File: src/rtl/bcd_count_sequencer.sv
// bcd_count_sequencer
// -------------------
// Holds a 4-bit value register that can be loaded from SW, stepped by hand
// (IDLE) or auto-counted by a prescaler (RUN), and shows it as two decimal
// digits on a pair of active-low 7-segment displays.
//
// Handshake/pulse semantics: load and step are single-cycle pulses sampled
// on the rising edge of CLOCK_50; run and up are levels. wrap and tick are
// registered single-cycle pulses that are high in the cycle right after the
// edge that caused them, i.e. the same cycle value shows the counted result.
//
// Parameters:
//   TICK_DIV   clock cycles per auto-count step in RUN (>= 2)
// Ports:
//   CLOCK_50   system clock, all state changes on its rising edge
//   Reset      synchronous active-high reset
//   SW[3:0]    load value
//   load       pulse: value <= SW, prescaler cleared, no count that cycle
//   run        level: 1 = auto-count, 0 = manual
//   step       pulse: one count while in IDLE (ignored in RUN)
//   up         count direction, 1 = increment, 0 = decrement
//   value[3:0] current value register
//   HEX0[6:0]  ones digit, active-low {g,f,e,d,c,b,a}, one cycle behind value
//   HEX1[6:0]  tens digit, active-low, one cycle behind value
//   wrap       pulse when a count wraps 15->0 (up) or 0->15 (down)
//   tick       pulse when the prescaler expires in RUN
//   state_dbg  current FSM state (0 = IDLE, 1 = RUN)
// Build option:
//   BLANK_LEADING_ZERO_EN  when defined, HEX1 is dark (7'h7F) for value < 10,
//                          including its reset value.

module bcd_count_sequencer #(
    parameter int TICK_DIV = 50000000
) (
    input  logic       CLOCK_50,
    input  logic       Reset,
    input  logic [3:0] SW,
    input  logic       load,
    input  logic       run,
    input  logic       step,
    input  logic       up,
    output logic [3:0] value,
    output logic [6:0] HEX0,
    output logic [6:0] HEX1,
    output logic       wrap,
    output logic       tick,
    output logic       state_dbg
);

    localparam int PW = (TICK_DIV > 2) ? $clog2(TICK_DIV) : 1;
    localparam logic [PW-1:0] PRE_LAST = PW'(TICK_DIV - 1);

    localparam logic [6:0] SEG_ZERO = 7'b1000000;
    localparam logic [6:0] SEG_ONE  = 7'b1111001;
`ifdef BLANK_LEADING_ZERO_EN
    localparam logic [6:0] HEX1_LOW = 7'b1111111;
`else
    localparam logic [6:0] HEX1_LOW = SEG_ZERO;
`endif

    typedef enum logic {
        IDLE = 1'b0,
        RUN  = 1'b1
    } state_t;

    state_t        state, state_n;
    logic [PW-1:0] pre, pre_n;
    logic [3:0]    value_n;
    logic          wrap_n, tick_n, do_count;

    assign state_dbg = (state == RUN);

    // State, prescaler, value and pulse registers.
    always_ff @(posedge CLOCK_50) begin
        if (Reset) begin
            state <= IDLE;
            pre   <= '0;
            value <= 4'd0;
            wrap  <= 1'b0;
            tick  <= 1'b0;
        end else begin
            state <= state_n;
            pre   <= pre_n;
            value <= value_n;
            wrap  <= wrap_n;
            tick  <= tick_n;
        end
    end

    // Next-state and count logic. load outranks any count and holds the state.
    always_comb begin
        state_n  = state;
        pre_n    = pre;
        value_n  = value;
        wrap_n   = 1'b0;
        tick_n   = 1'b0;
        do_count = 1'b0;

        if (load) begin
            value_n = SW;
            pre_n   = '0;
        end else begin
            case (state)
                IDLE: begin
                    do_count = step;
                    if (run) begin
                        state_n = RUN;
                        pre_n   = '0;
                    end
                end
                RUN: begin
                    if (!run) begin
                        state_n = IDLE;
                        pre_n   = '0;
                    end else if (pre == PRE_LAST) begin
                        tick_n   = 1'b1;
                        do_count = 1'b1;
                        pre_n    = '0;
                    end else begin
                        pre_n = pre + PW'(1);
                    end
                end
                default: begin
                    state_n = IDLE;
                    pre_n   = '0;
                end
            endcase

            // 4-bit arithmetic wraps naturally; flag the wrap edge explicitly.
            if (do_count) begin
                if (up) begin
                    value_n = value + 4'd1;
                    wrap_n  = (value == 4'd15);
                end else begin
                    value_n = value - 4'd1;
                    wrap_n  = (value == 4'd0);
                end
            end
        end
    end

    // Decimal split: tens is set for 10..15, ones is then value - 10.
    logic       tens;
    logic [3:0] ones;
    logic [6:0] ones_seg;

    always_comb begin
        tens = value[3] & (value[2] | value[1]);
        ones = tens ? (value - 4'd10) : value;
        case (ones)
            4'd0:    ones_seg = 7'b1000000;
            4'd1:    ones_seg = 7'b1111001;
            4'd2:    ones_seg = 7'b0100100;
            4'd3:    ones_seg = 7'b0110000;
            4'd4:    ones_seg = 7'b0011001;
            4'd5:    ones_seg = 7'b0010010;
            4'd6:    ones_seg = 7'b0000010;
            4'd7:    ones_seg = 7'b1111000;
            4'd8:    ones_seg = 7'b0000000;
            4'd9:    ones_seg = 7'b0010000;
            default: ones_seg = 7'b1000000;
        endcase
    end

    // Displays are registered from the value register, so they trail it by one cycle.
    always_ff @(posedge CLOCK_50) begin
        if (Reset) begin
            HEX0 <= SEG_ZERO;
            HEX1 <= HEX1_LOW;
        end else begin
            HEX0 <= ones_seg;
            HEX1 <= tens ? SEG_ONE : HEX1_LOW;
        end
    end

endmodule

File: config.mk
export PLATFORM = sky130hd
export DESIGN_NAME = bcd_count_sequencer
export DESIGN_NICKNAME = d
export VERILOG_FILES = /design/src/rtl/bcd_count_sequencer.sv
export SDC_FILE = /design/constraint.sdc
export NUM_CORES = 1
export LEC_CHECK = 0
export BUFFER_PORTS_ARGS = -buffer_cell sky130_fd_sc_hd__buf_2
export CAP_MARGIN = 20
export CORE_ASPECT_RATIO = 2
export CORE_UTILIZATION = 57
export CTS_BUF_LIST = sky130_fd_sc_hd__clkbuf_16
export CTS_CLUSTER_DIAMETER = 100
export DETAILED_ROUTE_END_ITERATION = 7
export PLACE_DENSITY = 0.88
export SLEW_MARGIN = 20
export SYNTH_ARGS = -nofsm -noshare
export SYNTH_HDL_FRONTEND = slang
export SYNTH_SLANG_ARGS = --single-unit
File: constraint.sdc
create_clock -name CLOCK_50 -period 2.3 [get_ports CLOCK_50]
set_input_delay 0.345 -clock CLOCK_50 [delete_from_list [all_inputs] [get_ports CLOCK_50]]
set_output_delay 0.345 -clock CLOCK_50 [all_outputs]
set_load 0.05 [all_outputs]
==> results.cfg, run 1 <==
[sta]
slew_violations = 0
rsz0062_at_grt = no
relSlewSlack = 0.6107
skew_ns = 0.004197
setup_viol = 0
period_minus_slack_ns = 2.025
hold_viol_final = 0
fin_crit_sh = 0.8803
fmax_mhz = 493.9
fin_setup_tns_ns = 0
max_slew.worst_pin.slew_ns = 0.5779

[placement]
placed_area_um2 = 2421
port-buffer-count = 27
gp_congestion = 0.8065
place_hpwl_mm = 3.867

[finish]
nets = 318
final_cell_mix = dfxtp_1 (39), nand2_1 (35), buf_2 (27), nand3_1 (20), a21oi_1 (18)
layout-drive-gt1-share = 0.1678
design_area_um2 = 2559
syn_to_final_growth_pct = 11.26
antennaDiodeCount = 0
final_common_cell = dfxtp_1

[critical_path]
critical_path_class = register to register
critPathCaptureType = register
r2r-start = pre[0]
cp-start-kind = register
slowest_delay_ns = 0.47
crit_required_ns = 2.52
path_cells = ha_1 -> and3_1 -> and4_1 -> a21o_4 -> or4_1 -> nand3_1
cp_slowest_cell = or4_1
arrival_ns = 2.25
crit_buf_inv = 0
crit_start = pre[0]
cp_top_family = simple AND/OR/NAND/NOR gates
cp_max_fo = 16

[drt]
routed_wl_mm = 5.207
drt-wirelength-per-cell_um = 14.92
drt-vias-per-instance = 6.037
drt_iter0_drc = 58
drc_errors = 0
vias = 2107
dr.pass1.iters = 4
ant_nets = 0

[global_route]
grt_overflow_total = 0
grt_max_degree = 30
grt_pass1_vias = 1957
grt_antenna_before_repair = 0
grt_use_total = 0.2690
grt_pass1_wl_mm = 8.383

[synth]
netlist_instances = 276
synth.distinct_cells = 53
yosysSeqAreaShare = 0.3569
synth-main-ff-cell = dfxtp_1
synth_edf_count = 0
ys_seq_elements = 41
async_flop_share = 0
synth_top_area_frac = 0.3569
syn_area_um2 = 2300
postSynthAreaPerCell_um2 = 8.332
yosys-top-cells-area = dfxtp_1 (36%), nand2_1 (5.7%), ha_1 (5.4%)
ys_warn_count = 0
yosys.area.top_type = dfxtp_1

[clock_network]
numCtsBuffers = 5
clk_path_buf_depth = 2
htreeDepth = 2
clk_transition_reported_paths_ns = 0.06
worstSkewPairLatency_ns = 0.29
cts_tree = built
cts_hold_buf = 0
cts_resized = 0
post_cts_buffers = 0
root_buffer = clkbuf_16
clkSinkCount = 41

[pwr]
p_leak_uw = 0.001019
p_per_area_nw_per_um2 = 669.6
ir_drop_mv = 0.5594

[floorplanning]
initial_core_util = 0.5983
dieArea_um2 = 4308
dieWidth_um = 46.92
rows = 32
coreArea_um2 = 3844
pin_count = 31
die_y_um = 91.83

[run]
maxCapViolCount = 0

[run_status]
status = finished, final reports clean

[hold_path]
worstHoldStart = SW[1]
hold_class = input pin to register
[worst register-to-register path: stages (launching register included)]
cell and delay, ns:
dfxtp_1 0.34, ha_1 0.25, and3_1 0.23, and4_1 0.28
a21o_4 0.30, or4_1 0.47, nand3_1 0.09
[synthesized netlist by cell type, types with 2 or more instances]
cell / count
and4_1: 6
nor2_1: 15
a211oi_1: 2
buf_4: 9
o211ai_1: 2
nand3_1: 20
xor2_1: 2
o21ai_0: 6
nand2_1: 35
nor4_4: 2
conb_1: 2
nor4b_1: 2
nor4_1: 2
dfxtp_1: 41
nand4_1: 7
xnor2_1: 3
and3_1: 3
o311ai_0: 2
buf_2: 3
buf_6: 2
mux2i_1: 6
clkbuf_1: 4
a41oi_1: 2
o21ba_2: 2
inv_1: 16
a21oi_1: 19
a31oi_1: 13
a21o_1: 3
nor3_1: 7
ha_1: 10
o22ai_1: 5
nand2b_1: 2
[cell type report]
type / instances / area (um^2)
timing repair buffer: 32 / 172.7
multi-input combinational: 201 / 1301
clock buffer: 5 / 125.1
tap: 51 / 63.81
inverter: 16 / 60.06
sequential: 41 / 823.3
clock inverter: 3 / 12.51
fill: 322 / 1285
[per-layer routing]
layer,vias up,share of wire,global-route usage
li1,1033,-,-
met1,988,0.35,0.2525
met2,68,0.58,0.4838
met3,18,0.037,0.05906
met4,0,0.038,0.1548
met5,-,0,0
[power by group]
group | internal (uW) | leakage [uW] | switching, uW
registers | 735 | 0.000333 | 21.6
clock network | 392 | 0.0000687 | 272
logic | 88.5 | 0.000617 | 204
[metrics by stage]
step | std cells | utilization | hold slack, ns | power, uW | worst slack, ns
global placement | 341 | 0.6299 | 0.4422 | 1055 | 0.3381
floorplan | 277 | - | 0.4255 | 998.3 | 0.1603
global route | 349 | 0.6657 | 0.3315 | 1781 | 0.1263
detailed placement | 341 | 0.6299 | 0.4624 | 1063 | 0.2932
CTS | 349 | 0.6657 | 0.3307 | 1719 | 0.2779
finish | 349 | 0.6657 | 0.3266 | 1713 | 0.2753
[state kept, by name, indices dropped and copies added (netlist names)]
signal / flops
HEX0: 7
HEX1: 1
pre: 26
state_dbg: 1
tick: 1
value: 4
wrap: 1
[path summary, 6_finish.rpt]
path / slack, ns / endpoint / cells past startpoint
min: 0.33 / value[1] / 3
min reg2reg: 0.47 / pre[22] / 2
max reg2reg: 0.28 / pre[21] / 6
max: 0.28 / pre[21] / 6
[cell families after synthesis]
group                    after synthesis  synth area share
XOR/XNOR                               5           0.01905
buffers and inverters                 35           0.08051
AND/OR/NAND/NOR                      109            0.2568
flip-flops                            41            0.3569
AO/OA/AOI/OAI                         67            0.1942
adder cells (fa/ha/maj)               11           0.06311
multiplexers                           6           0.02612
other                                  2          0.003266
Note: power is estimated with default switching activity, not from simulation.
==> inputs of run 2 (changes only) <==
- PLACE_DENSITY: 0.88 -> not set
- PLACE_DENSITY_LB_ADDON: not set -> 0.05
==> run 2 against run 1 <==
  * Largest cell class unchanged
  * Final cell count grew 0.29%
  * Worst setup slack gained 0.00091 ns
  * First-iteration DRC count grew 57%
  * Sequential power is essentially flat
  * Sequential cell count is the same
  * Combinational power grew 3%
  * Hold slack gained 0.0075 ns
  * Total power grew 7.1%
==> results.cfg, run 2 (synthesized netlist as in run 1, its figures left out) <==
[finish]
antennaDiodeCount = 0
final_common_cell = dfxtp_1
nets = 320
top_regs = pre: 26 flops, HEX0: 7 flops, value: 4 flops
largest_reg_flops = 26
syn_to_final_growth_pct = 12.89
fin_cells = 350
layout-drive-gt1-share = 0.1773
largest-register = pre
final_cell_mix = dfxtp_1 (39), nand2_1 (35), buf_2 (27), nand3_1 (20), a21oi_1 (18)

[global_route]
grt_pass1_wl_mm = 8.576
grt_max_degree = 30
grt_overflow_total = 0
grt_use_total = 0.2744
grt_pass1_vias = 1927
grt_antenna_before_repair = 0

[drt]
drt-wirelength-per-cell_um = 15.27
drc_errors = 0
ant_nets = 0
routed_wl_mm = 5.344
vias = 2096
drt-vias-per-instance = 5.989
dr.pass1.iters = 4
drt_iter0_drc = 91

[floorplanning]
die_y_um = 91.83
rows = 32
dieWidth_um = 46.92
coreArea_um2 = 3844
initial_core_util = 0.5983
pin_count = 31
dieArea_um2 = 4308

[clock_network]
htreeDepth = 2
clkSinkCount = 41
clk_transition_reported_paths_ns = 0.06
cts_resized = 0
cts_tree = built
cts_hold_buf = 0
clk_path_buf_depth = 2
root_buffer = clkbuf_16
numCtsBuffers = 5
worstSkewPairLatency_ns = 0.29
post_cts_buffers = 0

[run]
maxCapViolCount = 0

[critical_path]
slowest_delay_ns = 0.48
r2r_end = pre[21]
r2r-start = pre[0]
critical_path_class = register to register
critPathCaptureType = register
arrival_ns = 2.25
cp_slowest_cell = or4_1
r2r_cells = 6
path_cells = ha_1 -> and3_1 -> and4_1 -> a21o_4 -> or4_1 -> nand3_1
crit_required_ns = 2.53
reg2reg_slack_ns = 0.28
cp_max_fo = 16
cp-start-kind = register

[pwr]
total_power_uw = 1835
p_per_area_nw_per_um2 = 706.8
ir_drop_mv = 0.5372
p_leak_uw = 0.001040

[sta]
hold_viol_final = 0
rsz0062_at_grt = no
setup_ws_ns = 0.2762
fin_crit_sh = 0.8799
period_minus_slack_ns = 2.024
fin_setup_tns_ns = 0
hold_slack_ns = 0.3341
skew_ns = 0.004103
setup_viol = 0
max_slew.worst_pin.slew_ns = 0.5229
slew_violations = 0
relSlewSlack = 0.6477
fmax_mhz = 494.1

[run_status]
status = finished, final reports clean

[placement]
post-place-ws_ns = 0.2935
place_hpwl_mm = 3.973
port-buffer-count = 27
dp_cells = 343
gp_congestion = 0.7958

[hold_path]
hold_class = input pin to register
hold_depth = 3
hold_end = value[1]
worstHoldStart = SW[1]
## run 2: cell types whose count changed in the layout (fill, tap and decap cells not counted), sizes merged
cell	previous run	this run
bufinv	0	1
buf	32	34
clkinv	3	1
## run 2: worst max path at each step
stage	start	slack (ns)	to
after global routing	pre[0]	0.15	pre[18]
after detailed placement	pre[0]	0.29	pre[21]
final	pre[0]	0.28	pre[21]
after CTS	pre[0]	0.28	pre[21]
after floorplan	value[1]	0.16	HEX0[6]
after global placement	pre[0]	0.33	pre[21]
## run 2: cell type report
cell class              instances  area, um^2
inverters                      16       60.06
repair buffers                 34       187.7
fillers                       341        1247
clock inverters                 2       35.03
multi-input cells             201        1301
clock buffers                   5       125.1
flip-flops and latches         41       823.3
well taps                      51       63.81
## run 2: worst max-delay path, delay by kind of cell, from the launching register on
| kind | cells | cell delay, ns |
|---|---|---|
| AO/OA/AOI/OAI | 1 | 0.30 |
| adder cells (fa/ha/maj) | 1 | 0.24 |
| flip-flops | 1 | 0.35 |
| AND/OR/NAND/NOR | 4 | 1.07 |
## run 2: per-layer routing
| layer | vias to the layer above | global-route usage | part of all wire |
|---|---|---|---|
| met4 | 0 | 0.1357 | 0.029 |
| met5 | - | 0 | 0 |
| met3 | 11 | 0.03740 | 0.029 |
| li1 | 1036 | - | - |
| met1 | 1002 | 0.2577 | 0.36 |
| met2 | 47 | 0.5174 | 0.58 |
## run 2: where the power goes
group | total (uW) | leakage [uW] | switching (uW) | internal [uW]
Clock | 778 | 0.0000797 | 275 | 503
Combinational | 303 | 0.000627 | 209 | 93.6
Sequential | 754 | 0.000333 | 19.3 | 735
## run 2: stage by stage
| stage | area [um^2] | utilization |
|---|---|---|
| global placement | 2436 | 0.6338 |
| global route | 2596 | 0.6755 |
| finish | 2596 | 0.6755 |
| detailed placement | 2436 | 0.6338 |
| CTS | 2596 | 0.6755 |
| floorplan | 2306 | - |
==> inputs of run 3 (changes only) <==
==> constraint.sdc (replaced) <==
create_clock -name CLOCK_50 -period 2.3 [get_ports CLOCK_50]
set_input_delay 0.115 -clock CLOCK_50 [delete_from_list [all_inputs] [get_ports CLOCK_50]]
set_output_delay 0.115 -clock CLOCK_50 [all_outputs]
set_load 0.05 [all_outputs]
==> run 3 against run 2 <==
  * Global-route usage fell by 0.12 points
  * Maximum frequency fell by 0.88%
  * Sequential cell count did not move
  * Die area did not move
  * Final cell count rose by 0.29%
  * Cell area rose by 0.24%
  * Sequential share of layout area fell by 0.076 points
  * Non-clock buffer count did not move
  * Register-to-register slack got worse by 0.02 ns
  * Routed wire length fell by 0.77%
  * Critical path type unchanged
  * Largest power group unchanged
==> results.cfg, run 3 (synthesized netlist as in run 1, its figures left out) <==
[critical_path]
slowest_delay_ns = 0.55
crit_required_ns = 2.51
arrival_ns = 2.25
cp_top_family = simple AND/OR/NAND/NOR gates
crit_top_cell = nand3_1
crit_buf_inv = 0
cp_max_fo = 8
cp-start-kind = register
path_cells = ha_1 -> nand3_1 -> nor4_4 -> nand3_1 -> or3_1 -> o21ai_0
cp_slowest_cell = nor4_4
critPathCaptureType = register
critical_path_class = register to register

[run_status]
status = finished, final reports clean

[clock_network]
numCtsBuffers = 5
clk_path_buf_depth = 2
worstSkewPairLatency_ns = 0.28
root_buffer = clkbuf_16
htreeDepth = 2
cts_hold_buf = 0
clk_transition_reported_paths_ns = 0.06
clkSinkCount = 41
cts_tree = built
post_cts_buffers = 0
cts_resized = 0

[finish]
fin_cells = 351
multi_input_area_um2 = 1301
final_cell_mix = dfxtp_1 (39), nand2_1 (35), buf_2 (27), nand3_1 (20), a21oi_1 (18)
nets = 320
largest_reg_flops = 26
final_common_cell = dfxtp_1
largest-register = pre
layout-drive-gt1-share = 0.1767
top_regs = pre: 26 flops, HEX0: 7 flops, value: 4 flops
antennaDiodeCount = 0
regArea_um2 = 823.3
nFillCells = 351
syn_to_final_growth_pct = 13.17

[sta]
fmax_mhz = 489.7
fin_setup_tns_ns = 0
skew_ns = 0.005371
max_slew.worst_pin.slew_ns = 0.5415
relSlewSlack = 0.6352
rsz0062_at_grt = no
slew_violations = 0
period_minus_slack_ns = 2.042
hold_slack_ns = 0.1059
setup_viol = 0
hold_viol_final = 0
fin_crit_sh = 0.8878

[hold_path]
hold_class = input pin to register

[floorplanning]
die_y_um = 91.83
pin_count = 31
dieWidth_um = 46.92
dieArea_um2 = 4308
coreArea_um2 = 3844
rows = 32
initial_core_util = 0.5983

[drt]
drc_errors = 0
ant_nets = 0
vias = 2111
dr.pass1.iters = 4
drt-wirelength-per-cell_um = 15.11
drt_iter0_drc = 51
drt-vias-per-instance = 6.014
routed_wl_mm = 5.303

[pwr]
p_per_area_nw_per_um2 = 710.3
p_leak_uw = 0.001038
ir_drop_mv = 0.6594

[placement]
port-buffer-count = 27
dp_cells = 343
place_hpwl_mm = 3.925
gp_congestion = 0.8079

[global_route]
grt_overflow_total = 0
grt_max_degree = 30
grt_pass1_vias = 2034
grt_use_total = 0.2732
grt_antenna_before_repair = 0
grt_pass1_wl_mm = 8.797

[run]
maxCapViolCount = 0
-- run 3: per-layer routing --
layer,vias to the layer above,GRT usage,part of all wire
met5,-,0,0
met4,0,0.1381,0.030
met3,13,0.04331,0.036
met2,50,0.5012,0.56
met1,1004,0.2662,0.37
li1,1044,-,-
-- run 3: final timing paths --
kind / from / depth (start not counted) / end / slack (ns)
hold reg to reg: pre[22] / 2 / pre[22] / 0.46
setup / recovery: pre[0] / 6 / pre[20] / 0.26
setup reg to reg: pre[0] / 6 / pre[20] / 0.26
hold / removal: SW[3] / 3 / value[3] / 0.11
-- run 3: stage by stage --
stage | worst slack [ns] | util | instance area, um^2 | total power, uW
2_1_floorplan | 0.1603 | - | 2306 | 998.3
3_3_place_gp | 0.3313 | 0.6338 | 2436 | 1067
3_5_place_dp | 0.2800 | 0.6338 | 2436 | 1072
4_1_cts | 0.2538 | 0.6771 | 2603 | 1854
5_1_grt | 0.1271 | 0.6771 | 2603 | 1920
6_report | 0.2581 | 0.6771 | 2603 | 1849
-- run 3: worst reg2reg max path: cells and delay by family, from the launching register on --
kind / cells / cell delay (ns)
AND/OR/NAND/NOR: 4 / 1.25
flip-flops: 1 / 0.41
adder cells (fa/ha/maj): 1 / 0.23
AO/OA/AOI/OAI: 1 / 0.08
-- run 3: layout make-up --
| class | instances | area share |
|---|---|---|
| Sequential cell | 41 | 0.3163 |
| Tap cell | 51 | 0.02452 |
| Clock buffer | 5 | 0.04808 |
| Clock inverter | 3 | 0.01587 |
| Timing Repair Buffer | 34 | 0.07212 |
| Multi-Input combinational cell | 201 | 0.5000 |
| Inverter | 16 | 0.02308 |
-- run 3: report_power, final --
group          leakage (uW)  total (uW)  internal (uW)  switching, uW
sequential         0.000333         752            735           17.5
clock             0.0000775         793            508            285
combinational      0.000627         304           94.1            210
total               0.00104        1850           1340            512
